$ cat src/rtl/mult_div_pkg.sv
// ----------------------------------------------------------------------------
// mult_div_pkg
// Shared definitions for the iterative signed multiply/divide unit:
//   - MD_WIDTH   default operand width
//   - cnt_width  width of an iteration counter that must hold the value WIDTH
//   - CNT_W      counter width for the default operand width
//   - md_state_t controller states
// ----------------------------------------------------------------------------
package mult_div_pkg;

    localparam int MD_WIDTH = 32;

    // The counter is loaded with WIDTH itself, so it needs one bit more than
    // log2(WIDTH).
    function automatic int cnt_width(input int width);
        return $clog2(width) + 1;
    endfunction

    localparam int CNT_W = cnt_width(MD_WIDTH);

    typedef enum logic [2:0] {
        IDLE,
        MUL,
        DIV,
        FIN,
        DZ
    } md_state_t;

endpackage

$ cat src/rtl/md_sign_fix.sv
// ----------------------------------------------------------------------------
// md_sign_fix
// Combinational sign correction applied to the raw iteration results.
// The divider works on magnitudes, so its quotient and remainder are negated
// here. The product path takes a separate negate control.
// Ports:
//   neg_quo     in   1        negate the quotient
//   neg_rem     in   1        negate the remainder
//   neg_prod    in   1        negate the 2*WIDTH product
//   quo         in   WIDTH    unsigned quotient
//   rem         in   WIDTH    unsigned remainder
//   prod        in   2*WIDTH  raw product
//   quo_fixed   out  WIDTH    signed quotient
//   rem_fixed   out  WIDTH    signed remainder
//   prod_fixed  out  2*WIDTH  signed product
// ----------------------------------------------------------------------------
module md_sign_fix #(
    parameter int WIDTH = 32
) (
    input  logic                 neg_quo,
    input  logic                 neg_rem,
    input  logic                 neg_prod,
    input  logic [WIDTH-1:0]     quo,
    input  logic [WIDTH-1:0]     rem,
    input  logic [2*WIDTH-1:0]   prod,
    output logic [WIDTH-1:0]     quo_fixed,
    output logic [WIDTH-1:0]     rem_fixed,
    output logic [2*WIDTH-1:0]   prod_fixed
);

    assign quo_fixed  = neg_quo  ? -quo  : quo;
    assign rem_fixed  = neg_rem  ? -rem  : rem;
    assign prod_fixed = neg_prod ? -prod : prod;

endmodule

$ cat src/rtl/mult_div_unit.sv
// ----------------------------------------------------------------------------
// mult_div_unit
// Iterative signed multiply / divide for the multi-cycle datapath.
// Multiply uses radix-2 Booth recoding, divide uses restoring division on the
// operand magnitudes; both take WIDTH iteration cycles plus one finishing
// cycle. Divide by zero completes after a single cycle and leaves hi/lo alone.
// Ports:
//   clock       in   1      system clock
//   reset       in   1      synchronous, active-high reset
//   start_mult  in   1      1-cycle request: signed a*b
//   start_div   in   1      1-cycle request: signed a/b
//   a           in   WIDTH  multiplicand / dividend
//   b           in   WIDTH  multiplier / divisor
//   busy        out  1      operation in progress
//   done        out  1      1-cycle pulse: hi/lo valid
//   div_zero    out  1      1-cycle pulse with done: divisor was zero
//   hi          out  WIDTH  mult: product upper half; div: remainder
//   lo          out  WIDTH  mult: product lower half; div: quotient
// ----------------------------------------------------------------------------
module mult_div_unit
    import mult_div_pkg::*;
#(
    parameter int WIDTH = MD_WIDTH
) (
    input  logic             clock,
    input  logic             reset,
    input  logic             start_mult,
    input  logic             start_div,
    input  logic [WIDTH-1:0] a,
    input  logic [WIDTH-1:0] b,
    output logic             busy,
    output logic             done,
    output logic             div_zero,
    output logic [WIDTH-1:0] hi,
    output logic [WIDTH-1:0] lo
);

    localparam int CW = cnt_width(WIDTH);

    md_state_t        state;
    logic [CW-1:0]    counter;

    // Shared datapath registers.
    //   Booth:     {acc, q, q_m1} is the shifting triple, m the multiplicand.
    //              acc carries one guard bit so that subtracting the most
    //              negative multiplicand cannot overflow.
    //   Restoring: acc is the partial remainder, q shifts the dividend out and
    //              the quotient in, m holds |divisor|.
    logic [WIDTH:0]   acc;
    logic [WIDTH-1:0] q;
    logic             q_m1;
    logic [WIDTH-1:0] m;
    logic             is_div;
    logic             sign_a;
    logic             sign_b;

    logic [WIDTH:0]   m_ext;
    logic [WIDTH:0]   booth_sum;
    logic [WIDTH:0]   div_shift;
    logic [WIDTH:0]   div_diff;
    logic [WIDTH-1:0] a_mag;
    logic [WIDTH-1:0] b_mag;

    logic [WIDTH-1:0]   quo_fixed;
    logic [WIDTH-1:0]   rem_fixed;
    logic [2*WIDTH-1:0] prod_fixed;

    assign a_mag = a[WIDTH-1] ? -a : a;
    assign b_mag = b[WIDTH-1] ? -b : b;

    // NOTE: every variable gets a default at the top of the block, so no path
    // leaves it unassigned and no latch is inferred.
    always_comb begin
        m_ext     = {m[WIDTH-1], m};
        booth_sum = acc;
        case ({q[0], q_m1})
            2'b01:   booth_sum = acc + m_ext;
            2'b10:   booth_sum = acc - m_ext;
            default: booth_sum = acc;
        endcase
        div_shift = {acc[WIDTH-1:0], q[WIDTH-1]};
        div_diff  = div_shift - {1'b0, m};
    end

    // Booth already produces a two's-complement product, so the product path
    // is never negated; only the divider results need correcting.
    md_sign_fix #(
        .WIDTH (WIDTH)
    ) u_sign_fix (
        .neg_quo    (sign_a ^ sign_b),
        .neg_rem    (sign_a),
        .neg_prod   (1'b0),
        .quo        (q),
        .rem        (acc[WIDTH-1:0]),
        .prod       ({acc[WIDTH-1:0], q}),
        .quo_fixed  (quo_fixed),
        .rem_fixed  (rem_fixed),
        .prod_fixed (prod_fixed)
    );

    // NOTE: state is updated with non-blocking assignments so every register
    // samples pre-edge values, independent of statement order.
    always_ff @(posedge clock) begin
        if (reset) begin
            state    <= IDLE;
            busy     <= 1'b0;
            done     <= 1'b0;
            div_zero <= 1'b0;
            hi       <= '0;
            lo       <= '0;
            counter  <= '0;
            acc      <= '0;
            q        <= '0;
            q_m1     <= 1'b0;
            m        <= '0;
            is_div   <= 1'b0;
            sign_a   <= 1'b0;
            sign_b   <= 1'b0;
        end else begin
            done     <= 1'b0;
            div_zero <= 1'b0;
            case (state)
                IDLE: begin
                    // Multiply has priority when both requests arrive together.
                    if (start_mult) begin
                        state   <= MUL;
                        busy    <= 1'b1;
                        counter <= CW'(WIDTH);
                        acc     <= '0;
                        q       <= a;
                        q_m1    <= 1'b0;
                        m       <= b;
                        is_div  <= 1'b0;
                    end else if (start_div) begin
                        busy    <= 1'b1;
                        is_div  <= 1'b1;
                        sign_a  <= a[WIDTH-1];
                        sign_b  <= b[WIDTH-1];
                        if (b == '0) begin
                            state <= DZ;
                        end else begin
                            state   <= DIV;
                            counter <= CW'(WIDTH);
                            acc     <= '0;
                            q       <= a_mag;
                            m       <= b_mag;
                        end
                    end
                end
                MUL: begin
                    // Add/subtract then arithmetic shift right of {acc,q,q_m1}.
                    acc     <= {booth_sum[WIDTH], booth_sum[WIDTH:1]};
                    q       <= {booth_sum[0], q[WIDTH-1:1]};
                    q_m1    <= q[0];
                    counter <= counter - CW'(1);
                    if (counter == CW'(1)) state <= FIN;
                end
                DIV: begin
                    // A set top bit means the trial subtraction went negative:
                    // keep the shifted remainder and record a 0 quotient bit.
                    if (div_diff[WIDTH]) begin
                        acc <= div_shift;
                        q   <= {q[WIDTH-2:0], 1'b0};
                    end else begin
                        acc <= div_diff;
                        q   <= {q[WIDTH-2:0], 1'b1};
                    end
                    counter <= counter - CW'(1);
                    if (counter == CW'(1)) state <= FIN;
                end
                FIN: begin
                    state <= IDLE;
                    busy  <= 1'b0;
                    done  <= 1'b1;
                    if (is_div) begin
                        hi <= rem_fixed;
                        lo <= quo_fixed;
                    end else begin
                        hi <= prod_fixed[2*WIDTH-1:WIDTH];
                        lo <= prod_fixed[WIDTH-1:0];
                    end
                end
                DZ: begin
                    state    <= IDLE;
                    busy     <= 1'b0;
                    done     <= 1'b1;
                    div_zero <= 1'b1;
                end
                default: begin
                    state <= IDLE;
                    busy  <= 1'b0;
                end
            endcase
        end
    end

endmodule

$ cat config.mk
export PLATFORM = sky130hd
export DESIGN_NAME = mult_div_unit
export DESIGN_NICKNAME = d
export VERILOG_FILES = /design/src/rtl/mult_div_pkg.sv /design/src/rtl/md_sign_fix.sv /design/src/rtl/mult_div_unit.sv
export SDC_FILE = /design/constraint.sdc
export NUM_CORES = 1
export LEC_CHECK = 0
export CAP_MARGIN = 15
export CORE_ASPECT_RATIO = 0.5
export CORE_MARGIN = 2
export CORE_UTILIZATION = 55
export CTS_CLUSTER_SIZE = 12
export DETAILED_ROUTE_END_ITERATION = 8
export HOLD_SLACK_MARGIN = 0.02
export PLACE_DENSITY = 0.77
export SKIP_LAST_GASP = 1
export SLEW_MARGIN = 0
export SYNTH_ARGS = -nofsm -noshare
export SYNTH_HDL_FRONTEND = slang
export SYNTH_SLANG_ARGS = --single-unit
export TNS_END_PERCENT = 20
$ cat constraint.sdc
create_clock -name clock -period 12.6 [get_ports clock]
set_clock_uncertainty 0.05 [all_clocks]
set_input_delay 2.52 -clock clock [delete_from_list [all_inputs] [get_ports clock]]
set_output_delay 2.52 -clock clock [all_outputs]
set_load 0.02 [all_outputs]
**After elaboration in Yosys (flattened, before gate mapping)**

Cells that the tools add are included.

- Bitwise gates (word level): 3
- Muxes and demuxes: 37
- Reduce and logical (&&, ||, !) cells: 16
- Add/subtract/negate cells: 8
- Eq/ne operators: 12

Operators by type and width:

| cell | count |
|---|---|
| 32-bit 2-to-1 mux | 12 |
| 33-bit 2-to-1 mux | 4 |
| 32-bit negator | 4 |
| 33-bit case mux with 3 select lines | 1 |
| 32-bit case mux with 3 select lines | 1 |
| 33-bit case mux with 2 select lines | 1 |
| 33-bit adder | 1 |
| 33-bit by 32-bit subtractor with 33-bit output | 1 |
| 33-bit subtractor | 1 |
| 32-bit zero test | 1 |
| 6-bit 2-to-1 mux | 3 |
| 3-bit 2-to-1 mux | 4 |
| 6-bit case mux with 2 select lines | 1 |
| 3-bit AND reduction | 4 |
| 2-bit AND reduction | 4 |
| 1-bit 2-to-1 mux | 7 |
| 3-bit by 2-bit == test with 1-bit output, second input constant | 2 |
| 6-bit by 1-bit == test with 1-bit output, second input constant | 1 |
| 3-bit != test, second input constant | 2 |
| 3-bit case mux with 2 select lines | 1 |
| 2-bit nonzero test | 3 |
| 6-bit by 1-bit subtractor with 6-bit output, second input constant | 1 |
| 2-bit != test, second input constant | 2 |
| 1-bit case mux with 2 select lines | 2 |
| other kinds (10) | 12 |

- Bits of input ports: 68
- Register bits after elaboration: 177

**Logic depth before layout (Yosys ltp)**

Gate-level depths: netlist of the first run.

- Depth after elaboration: 6
- Depth in mapped cells: 20
- Mapped depth without buffers: 19

**Cells and area by module**

From an unflattened synthesis of the first run, not the netlist that was laid out.

- Cell total of the unflattened synthesis: 2126
- Area, all modules: 16474.6 um^2

By module, submodules not included:

| module | cells an instance | seq. area each (um^2) | instances | area each (um^2) |
|---|---|---|---|---|
| mult_div_unit | 1737 | 3543.4 | 1 | 13700.6 |
| md_sign_fix | 389 | 0.0 | 1 | 2773.9 |

**Least setup slack after synthesis of the first run**

Ideal clock, no wire load.

- Path kind: input to register
- Start: in b[15]
- End: reg acc[21]
- Library setup time: 74 ps
- Path buffers: 0
- Stages: 9
- Path slack: 7432 ps
- Data arrival time: 5044 ps
- Cell sequence: or4_4 > nor4b_4 > nand3_1 > or4_4 > a21o_1 > o31ai_4 > a221oi_1 > a311o_1 > a31oi_1

- Cells in the longest elaborated chain, start to end: 3

Ends and longest elaborated chain:

| what | line | RTL |
|---|---|---|
| start, declared | mult_div_unit.sv:30 | `input logic [WIDTH-1:0] b,` |
| 32-bit zero test | mult_div_unit.sv:139 | `if (b == '0) begin` |
| 3-bit != test (no line) | - |  |
| 3-bit AND reduction (no line) | - |  |
| end signal, assigned | mult_div_unit.sv:152 | `acc <= {booth_sum[WIDTH], booth_sum[WIDTH:1]};` |
| end signal, assigned | mult_div_unit.sv:162 | `acc <= div_shift;` |
| end signal, assigned | mult_div_unit.sv:165 | `acc <= div_diff;` |
| end, declared | mult_div_unit.sv:49 | `logic [WIDTH:0] acc;` |

Every way passes these cells.
A chain may end at the register's enable or synchronous reset.

**Final worst setup path of the first run**

- Start: in b[2]
- End: reg acc[21]

Same word-level chain as after synthesis.

==> results.md, run 1 <==
- After synthesis, the largest family of logic cells by area is compound AO/OA/AOI/OAI gates.
- The post-cts resize count is 0.
- From left edge to right edge, the die measures 226 µm.
- The worst-case headroom to the max-slew limit is 0.256.
- The start of the worst register-to-register path is m[0]$_SDFFE_PP0P_.
- Of the cells placed in the final design, the portion with a size suffix greater than 1 is 0.0403.
- The area overhead of the layout relative to synthesis is 14.8%.
- The category of the worst setup path capture point is a register.
- Counting every sink on the clock net gives 177.
- The sum of negative setup slack is 0 ns.
- The CTS H-tree depth is 4.
- Setup repair after global routing left no endpoint under its margin.
- The most used standard cell by instance count after synthesis is sky130_fd_sc_hd__nor2_1.
- The synthesized netlist occupies a cell area of 13600 µm².
- The total power is 4130 µW.
- Together, buffers and inverters on the worst path number 2.
- The maximum number of pins on one net before global-route repair is 116.
- The multiplexer fraction of the synthesized cell area is 0.0119.
- The leading area contributor after synthesis is sky130_fd_sc_hd__dfxtp_1.
- The critical setup path kind is input pin to register.
- The min-delay analysis places its worst path in the category register to register.
- The starting density of the core is 0.563.
- The smallest clock period supported by the final layout is computed as approximately 6.6 ns.
- After synthesis, the cell types taking the most area are sky130_fd_sc_hd__dfxtp_1 26%, sky130_fd_sc_hd__xnor2_1 7.6%, sky130_fd_sc_hd__ha_1 6.7%.
- Once layout is done, the placed cells without fillers occupy 15600 µm².
- The boundary pin count is 135.
- Prior to clock tree synthesis, the placed netlist has a worst setup slack of 5.60 ns.
- Hold timing on the final database bottoms out at a slack of 0.404 ns.
- The share of total power in the clock network is 0.126.
- Counting distinct cell types in the post-synthesis netlist gives 71.
- The routed design has a little under 40000 µm of wire.
- The largest fanout of any net on the critical path is 34.
- Ranked by instance count, the synthesized netlist is headed by 233 x sky130_fd_sc_hd__nor2_1, 177 x sky130_fd_sc_hd__dfxtp_1, 150 x sky130_fd_sc_hd__a21oi_1, 127 x sky130_fd_sc_hd__nand2_1, 118 x sky130_fd_sc_hd__xnor2_1.
- The CTS tree is done.
- For this run, the post-layout net count is 1994.
- The net switching component of the power is 2060 µW.
- The share of flip-flops with an asynchronous set or reset is 0.
- After clock tree synthesis, the clock-pin slew on the worst setup and hold paths is 0.07 ns.
- In this run the standard cell core region covers 24200 µm².
- The kind of cell with the highest combined delay along the critical path is simple AND/OR/NAND/NOR gates.
- After detailed routing, the average wire length per cell comes to 17.6 µm.
- The number of buffers added by the clock tree synthesis step is 17.
- Buffers added to address setup during post-CTS repair amount to 0.
- The standard cell area after detailed placement is about 15000 µm².
- Counting every instance in the synthesized netlist gives about 1800.
- The worst setup path is launched from an input pin.
- The synthesized-area fraction occupied by ao, oa, aoi and oai cells is 0.286.
- The total via count in the routed design is ~13000.
- Summing all multi-input logic gate instances after layout gives 9400 µm².
- The post-detailed-route count of antenna-violating nets is 0.
- Across every metal layer, demand over resource in global routing totals 0.294.
- The most used flip-flop cell after synthesis is sky130_fd_sc_hd__dfxtp_1.
- The endpoint identified for the worst register-to-register timing path is acc[28]$_SDFFE_PP0P_.
- The number of antenna cells inserted is 0.
- Power spread over the standard cell area amounts to 264 nW/µm².
- The overall die height is 115 µm.
- The worst hold path terminates at lo[23]$_SDFFE_PP0N_.
- After detailed routing, the number of vias per cell comes to just over 6.
- Across the VDD grid, the largest voltage drop is 0.146 mV.
- The wire length of the first global-routing pass is slightly above 60000 µm.
- The cell leakage power is around 0.0058 µW.
- The total nets after synthesis is roughly 1900.
- The register-to-register setup slack is around 6.8 ns.
- The number of hold buffers added after CTS was 0.
- The run finished with clean final reports.
- The proportion of netlist area held by the largest area contributor is 0.260.
- Of the total synthesized cell area, the portion taken by XOR and XNOR cells is 0.126.
- Averaged over all synthesized cells, the footprint is roughly 7.6 µm².
- For the pin with the worst max-slew slack, the measured transition is 1.11 ns.
- The die area is ~26000 µm².
- The half-perimeter wire length after placement is 28500 µm.
- The final-layout fill cell count is 2210.
- The sum of overflow across all layers after global routing is 0.
- For this run, the register share of the synthesized area comes to 0.260.
- The count of final setup violators is 0.
- The weighted congestion at the end of routability-driven global placement is about 0.95.
- Row generation in the floorplan step produced 40 rows.
- Along the worst hold path, the cell count comes to 2.
- The initial antenna violation count is 0.
- The worst hold path begins at lo[23]$_SDFFE_PP0N_.
- The critical path goes through clkdlybuf4s50_1 -> or4_1 -> nor3_1 -> nand3_1 -> or4_4 -> a21o_1 -> o31ai_4 -> buf_4 -> a221oi_1 -> a311o_1 -> a31oi_1.
- The via count of the first global-routing pass was 11600.
- For this run, the top clock speed supported by timing is 152 MHz.
- The tool flagged a number of max-cap violations equal to 0.
- The register area is 3540 µm².
- The number of hold violations in the final report is 0.
- For this block, the initial DRC count from the detailed router was 1514.
- In this design, the stage delay of the slowest critical-path cell is 0.73 ns.
- CTS placed an instance of sky130_fd_sc_hd__clkbuf_16 at the clock tree root.
- The synthesized design contains 0 enable-type register cells.
- At the worst endpoint, the required time is 12.95 ns.
- The simple-gate portion of the synthesized area is 0.194.
- After layout, the worst setup slack is around 6 ns.
- Internal power comes to 2070 µW.
- The first TritonRoute pass finished after 7 iterations.
- The number of cells on the worst reg-to-reg path is 17.
- The relative contribution of sequential cells to total power is 0.237.
- The combinational fraction of design power is 0.636.
- Data arrives at the worst endpoint at 6.92 ns.
- The port buffer count is 134.
- In the finished design, the share of the clock period the worst path needs comes to 0.522.
- After synthesis the netlist holds a flip-flop and latch count of 177.
- Of the total power, the share spent switching nets is 0.499.
- The area share of fa/ha/maj cells after synthesis is 0.0700.
- The number of warning messages in the yosys log is 0.
- The max-slew violation count is 0.
- After detailed routing, the number of remaining DRC violations is 0.
- The maximum buffer depth of the clock tree is 2.
- At the later pin of the worst-skew pair, clock insertion delay measures between 0.4 and 0.5 ns.
- The slowest stage of the critical path is the sky130_fd_sc_hd__o31ai_4 cell.
==> stage by stage <==
| step | util | instances |
|---|---|---|
| after floorplan | - | 1798 |
| after global placement | 0.624 | 2168 |
| after detailed placement | 0.624 | 2168 |
| after CTS | 0.646 | 2198 |
| after global routing | 0.646 | 2198 |
| final | 0.646 | 2198 |
==> cell families (layout without fill, tap and decap cells) <==
kind of cell | count (synthesis) | count (layout)
flip-flops | 177 | 177
XOR/XNOR | 196 | 196
AND/OR/NAND/NOR | 571 | 571
buffers and inverters | 183 | 247
adder cells (fa/ha/maj) | 75 | 75
AO/OA/AOI/OAI | 581 | 581
multiplexers | 15 | 15
==> layout make-up <==
| type | count | share of cell area |
|---|---|---|
| flip-flops and latches | 177 | 0.227 |
| inverters | 67 | 0.0161 |
| multi-input cells | 1438 | 0.602 |
| clock buffers | 20 | 0.0286 |
| well taps | 336 | 0.0269 |
| repair buffers | 150 | 0.0934 |
| clock inverters | 10 | 0.00665 |
==> how the worst max path moves through the flow <==
stage	start	endpoint	depth (start not counted)
global route	b[2]	acc[21]$_SDFFE_PP0P_	11
CTS	b[2]	acc[21]$_SDFFE_PP0P_	11
global placement	b[2]	acc[21]$_SDFFE_PP0P_	11
detailed placement	b[2]	acc[21]$_SDFFE_PP0P_	11
floorplan	b[15]	acc[21]$_SDFFE_PP0P_	9
finish	b[2]	acc[21]$_SDFFE_PP0P_	11
==> per-layer routing <==
metal / track usage / up-vias / wire [µm]
li1: - / 6695 / -
met4: 0.0618 / 0 / 404
met2: 0.437 / 520 / 16100
met5: 0 / - / 0
met1: 0.436 / 6172 / 18800
met3: 0.0598 / 42 / 3520
==> power groups by stage <==
stage                     Combinational, µW  Clock (µW)  Sequential [µW]
after floorplan                        1970           0              919
after global placement                 2550           0              975
after detailed placement               2570           0              981
after CTS                              2590         526              969
after global routing                   2900         553             1000
final                                  2630         522              979
==> flip-flops by register name, summed over array words and instances, names as in the netlist, 3 cells and up <==
name     count
state        3
hi          32
lo          32
q           32
counter      6
acc         33
m           32
==> cells in the final DEF (no fill, tap or decap), types with 9 or more instances in the layout <==
cell	count
sky130_fd_sc_hd__a31oi_1	34
sky130_fd_sc_hd__nor3_1	57
sky130_fd_sc_hd__nor2_1	231
sky130_fd_sc_hd__o21ai_0	104
sky130_fd_sc_hd__clkdlybuf4s50_1	133
sky130_fd_sc_hd__nand2b_1	22
sky130_fd_sc_hd__a21oi_1	150
sky130_fd_sc_hd__xnor2_1	118
sky130_fd_sc_hd__a21o_1	29
sky130_fd_sc_hd__buf_4	17
sky130_fd_sc_hd__a211oi_1	94
sky130_fd_sc_hd__xor2_1	78
sky130_fd_sc_hd__and2_1	10
sky130_fd_sc_hd__inv_1	67
sky130_fd_sc_hd__a221o_1	10
sky130_fd_sc_hd__or4_1	10
sky130_fd_sc_hd__nand2_1	127
sky130_fd_sc_hd__ha_1	73
sky130_fd_sc_hd__and3_1	13
sky130_fd_sc_hd__a221oi_1	27
sky130_fd_sc_hd__clkbuf_16	17
sky130_fd_sc_hd__or3_1	23
sky130_fd_sc_hd__a311oi_1	16
sky130_fd_sc_hd__o31ai_1	21
sky130_fd_sc_hd__nand3_1	20
sky130_fd_sc_hd__dfxtp_1	177
sky130_fd_sc_hd__mux2_2	9
sky130_fd_sc_hd__nor4_1	17
sky130_fd_sc_hd__a222oi_1	25
==> worst register-to-register path, stage by stage (launching register included) <==
cell	delay, ns
sky130_fd_sc_hd__dfxtp_1	0.49
sky130_fd_sc_hd__ha_1	0.24
sky130_fd_sc_hd__inv_1	0.06
sky130_fd_sc_hd__fa_1	0.41
sky130_fd_sc_hd__a211oi_1	0.24
sky130_fd_sc_hd__nor2_1	0.13
sky130_fd_sc_hd__o221ai_1	0.38
sky130_fd_sc_hd__o31ai_1	0.13
sky130_fd_sc_hd__buf_4	0.17
sky130_fd_sc_hd__a32oi_1	0.33
sky130_fd_sc_hd__a31oi_1	0.21
sky130_fd_sc_hd__a31oi_1	0.28
sky130_fd_sc_hd__o21ai_0	0.15
sky130_fd_sc_hd__ha_1	0.79
sky130_fd_sc_hd__inv_1	0.34
sky130_fd_sc_hd__nor2_1	0.92
sky130_fd_sc_hd__a21boi_0	0.23
sky130_fd_sc_hd__o22ai_1	0.21
Note: power is estimated with default switching activity, not from simulation.
==> run 2, diff against run 1 <==
==> constraint.sdc (replaced) <==
create_clock -name clock -period 6.33 [get_ports clock]
set_clock_uncertainty 0.05 [all_clocks]
set_input_delay 1.266 -clock clock [delete_from_list [all_inputs] [get_ports clock]]
set_output_delay 1.266 -clock clock [all_outputs]
set_load 0.02 [all_outputs]
==> results.md, run 2 (synthesis gave the netlist of run 1 again) <==
- The final-layout fill cell count is 2177.
- The worst-case headroom to the max-slew limit is 0.250.
- The clock drives ~180 sinks.
- STA classifies the critical path startpoint as a register.
- The achievable frequency is 189 MHz.
- The floorplan step set the die width to between 200 and 250 µm.
- The global-route met1 utilization is 0.442.
- The row count is 40.
- The count of final setup violators is 0.
- Of the total power, combinational logic draws 0.629.
- The floorplan step defined a core boundary enclosing between 20000 and 25000 µm².
- The weighted congestion at the end of routability-driven global placement is 0.969.
- Setup repair after global routing left no endpoint under its margin.
- VDD sags by at most between 0.3 and 0.4 mV.
- The maximum buffer depth of the clock tree is 2.
- Counting cells, the worst reg-to-reg path comes to 19.
- The via count of the first global-routing pass is 11900.
- The clock root buffer is sky130_fd_sc_hd__clkbuf_16.
- Entering global routing, the biggest net connects 119 pins.
- The register with the most flip-flops in the layout has 33 of them.
- The post-CTS setup repair buffer count is 0.
- Together, buffers and inverters on the worst path number 3.
- Of the available clock period, the critical path in the final layout requires 0.835.
- The CTS H-tree depth is 4.
- The number of hold violations in the final report is 0.
- The worst register-to-register path ends at acc[29]$_SDFFE_PP0P_.
- STA classifies the critical path endpoint as a register.
- Of the total power, registers draw 0.233.
- The post-detailed-route count of antenna-violating nets is 0.
- The critical path's top delay family is compound AO/OA/AOI/OAI gates.
- Across the run, the number of max-cap violations was 0.
- The vias per cell is 6.15.
- The required time at the worst-slack endpoint is 6.60 ns.
- The smallest clock period supported by the final layout is computed as between 5 and 6 ns.
- The biggest cell delay along the critical path is approximately 0.85 ns.
- The launch point of the worst hold path is lo[23]$_SDFFE_PP0N_.
- Counting flops per register, the top entry is acc.
- The sum of negative setup slack is 0 ns.
- From synthesis to final layout, the design area changed by 15.6%.
- The wire length of the first global-routing pass is 62900 µm.
- The routed wire length per instance is 18.1 µm.
- Summed over all cells, the static leakage comes to 0.00589 µW.
- Summed over all nets, the switching power comes to 4130 µW.
- The post-cts resize count is 0.
- The number of nets in the final layout is 1999.
- The slew at the pin with the worst max-slew slack is 1.12 ns.
- The flow ran to the end, and the final reports show no timing, DRC or antenna violations.
- The leading cell type in the layout, fill and taps excluded is sky130_fd_sc_hd__nor2_1.
- Across all layers, the routed design uses 13500 vias.
- TritonCTS built the clock tree.
- The routed wire length is roughly 40000 µm.
- The peak-usage layer in the global routing report is met2.
- The die covers 26100 µm².
- The initial antenna violation count is 0.
- The first detailed-routing pass took 7 iterations.
- For this design, the slowest cell found on the critical path is sky130_fd_sc_hd__ha_1.
- Summed over all layers, the global routing overflow is 0.
- The repair_antennas step left the layout with diodes totalling 0.
- The share of total power in the clock network is 0.138.
- The min-delay analysis places its worst path in the category register to register.
- 135 I/O pins were placed.
- Power spread over the standard cell area amounts to 532 nW/µm².
- Clock tree synthesis inserted a total of 17 buffers.
- The later-pin clock latency in the skew report is 0.46 ns.
- The start of the worst register-to-register path is q[31]$_SDFFE_PP0P_.
- Traced cell by cell, the critical path runs through inv_1 -> ha_1 -> inv_1 -> fa_1 -> a211oi_1 -> nor2_1 -> o221ai_1 -> o31ai_1 -> buf_4 -> a32oi_1 -> a31oi_1 -> a31oi_1 -> o21ai_0 -> ha_1 -> nor2_1 -> a222oi_1 -> nand2_1 -> a221oi_1 -> nor3_1.
- Of the total power, the share spent switching nets is 0.494.
- Clock-pin slew was measured on the worst setup and hold paths at 0.07 ns.
- After clock tree synthesis, the flow added hold-fix buffers numbering 0.
- Cell internal power was estimated by the tool at 4240 µW.
- The met2 demand-to-capacity share in global routing is 0.459.
- The path with the worst hold slack has its endpoint at lo[23]$_SDFFE_PP0N_.
- The first routing iteration left 1824 violations.
- The worst setup slack before clock tree synthesis is 1.07 ns.
- The post-layout worst setup margin is 1.04 ns.
- Summed over all nets, the half-perimeter wirelength after detailed placement is 29200 µm.
- At the worst endpoint, the arrival time is roughly 5.6 ns.
- In the final layout, the share of cells above drive strength 1 is 0.0450.
- The critical path in this run is classified as register to register.
- The library cells used most frequently in the layout, excluding fill and tap cells, are 231 x sky130_fd_sc_hd__nor2_1, 177 x sky130_fd_sc_hd__dfxtp_1, 150 x sky130_fd_sc_hd__a21oi_1.
- The total DRC errors in the routed layout is 0.
- The largest fanout of any net on the critical path is 20.
- The register-to-register setup slack is 1.04 ns.
- For this configuration, the core starts out at a cell density of 0.563.
- The port buffer count is between 100 and 150.
- The instance count along the most critical hold path is 2.
- In the global route stage, overall resource usage came out at 0.303.
- The overall die height is roughly 120 µm.
- The max-slew violation count was 0.
- The met3 layer usage reported by global route is 0.0608.
run 2: cell count changes in the layout (fill, tap and decap cells not counted):
cell,before,now
sky130_fd_sc_hd__nor2b_1,6,5
sky130_fd_sc_hd__bufinv_16,1,3
sky130_fd_sc_hd__inv_6,2,3
sky130_fd_sc_hd__clkinv_8,0,1
sky130_fd_sc_hd__buf_4,17,22
sky130_fd_sc_hd__clkbuf_8,1,2
sky130_fd_sc_hd__clkinvlp_4,3,1
sky130_fd_sc_hd__nor2b_2,0,1
sky130_fd_sc_hd__clkbuf_1,2,0
run 2: how the worst max path moves through the flow:
stage	end	slack, ns	from	cells after the start
floorplan	acc[31]$_SDFFE_PP0P_	1.97	q[0]$_SDFFE_PP0P_	16
global placement	q[18]$_SDFFE_PP0P_	1.14	b[2]	12
detailed placement	q[13]$_SDFFE_PP0P_	1.07	b[2]	12
CTS	acc[29]$_SDFFE_PP0P_	1.14	q[31]$_SDFFE_PP0P_	19
global route	acc[18]$_SDFFE_PP0P_	0.61	q[31]$_SDFFE_PP0P_	20
finish	acc[29]$_SDFFE_PP0P_	1.04	q[31]$_SDFFE_PP0P_	19
run 2: area by class of cell:
class | instances | area [µm²] | share of cell area
well taps | 336 | 420 | 0.0267
inverters | 67 | 251 | 0.0160
flip-flops and latches | 177 | 3540 | 0.225
multi-input cells | 1438 | 9400 | 0.597
clock inverters | 12 | 174 | 0.0110
repair buffers | 155 | 1500 | 0.0951
clock buffers | 19 | 453 | 0.0288
run 2: layer usage:
metal | vias up | routed length, µm
li1 | 6695 | -
met3 | 33 | 3840
met5 | - | 0
met4 | 0 | 431
met1 | 6239 | 18800
met2 | 580 | 16700
run 2: worst register-to-register path: stages, from the launching register on:
cell                       delay (ns)
sky130_fd_sc_hd__dfxtp_1         0.34
sky130_fd_sc_hd__inv_1           0.12
sky130_fd_sc_hd__ha_1            0.18
sky130_fd_sc_hd__inv_1           0.05
sky130_fd_sc_hd__fa_1            0.41
sky130_fd_sc_hd__a211oi_1        0.24
sky130_fd_sc_hd__nor2_1          0.14
sky130_fd_sc_hd__o221ai_1        0.36
sky130_fd_sc_hd__o31ai_1         0.13
sky130_fd_sc_hd__buf_4           0.16
sky130_fd_sc_hd__a32oi_1         0.25
sky130_fd_sc_hd__a31oi_1         0.17
sky130_fd_sc_hd__a31oi_1         0.27
sky130_fd_sc_hd__o21ai_0         0.17
sky130_fd_sc_hd__ha_1            0.85
sky130_fd_sc_hd__nor2_1          0.40
sky130_fd_sc_hd__a222oi_1        0.42
sky130_fd_sc_hd__nand2_1         0.09
sky130_fd_sc_hd__a221oi_1        0.25
sky130_fd_sc_hd__nor3_1          0.07
run 2: power by group through the flow:
| stage | clock, µW | sequential [µW] | combinational, µW |
|---|---|---|---|
| after floorplan | 0 | 1830 | 3920 |
| after global placement | 0 | 1940 | 5110 |
| final | 1150 | 1950 | 5270 |
| after detailed placement | 0 | 1950 | 5150 |
| after CTS | 1160 | 1930 | 5180 |
| after global routing | 1210 | 2000 | 5800 |
run 2: through the flow:
| step | utilization | hold slack (ns) | cell area [µm²] | instances | power (µW) |
|---|---|---|---|---|---|
| 6_report | 0.651 | 0.410 | 15700 | 2204 | 8370 |
| 5_1_grt | 0.651 | 0.431 | 15700 | 2204 | 9000 |
| 2_1_floorplan | - | 0.398 | 13600 | 1798 | 5750 |
| 4_1_cts | 0.651 | 0.407 | 15700 | 2203 | 8270 |
| 3_5_place_dp | 0.625 | 0.396 | 15100 | 2172 | 7100 |
| 3_3_place_gp | 0.625 | 0.389 | 15100 | 2172 | 7050 |
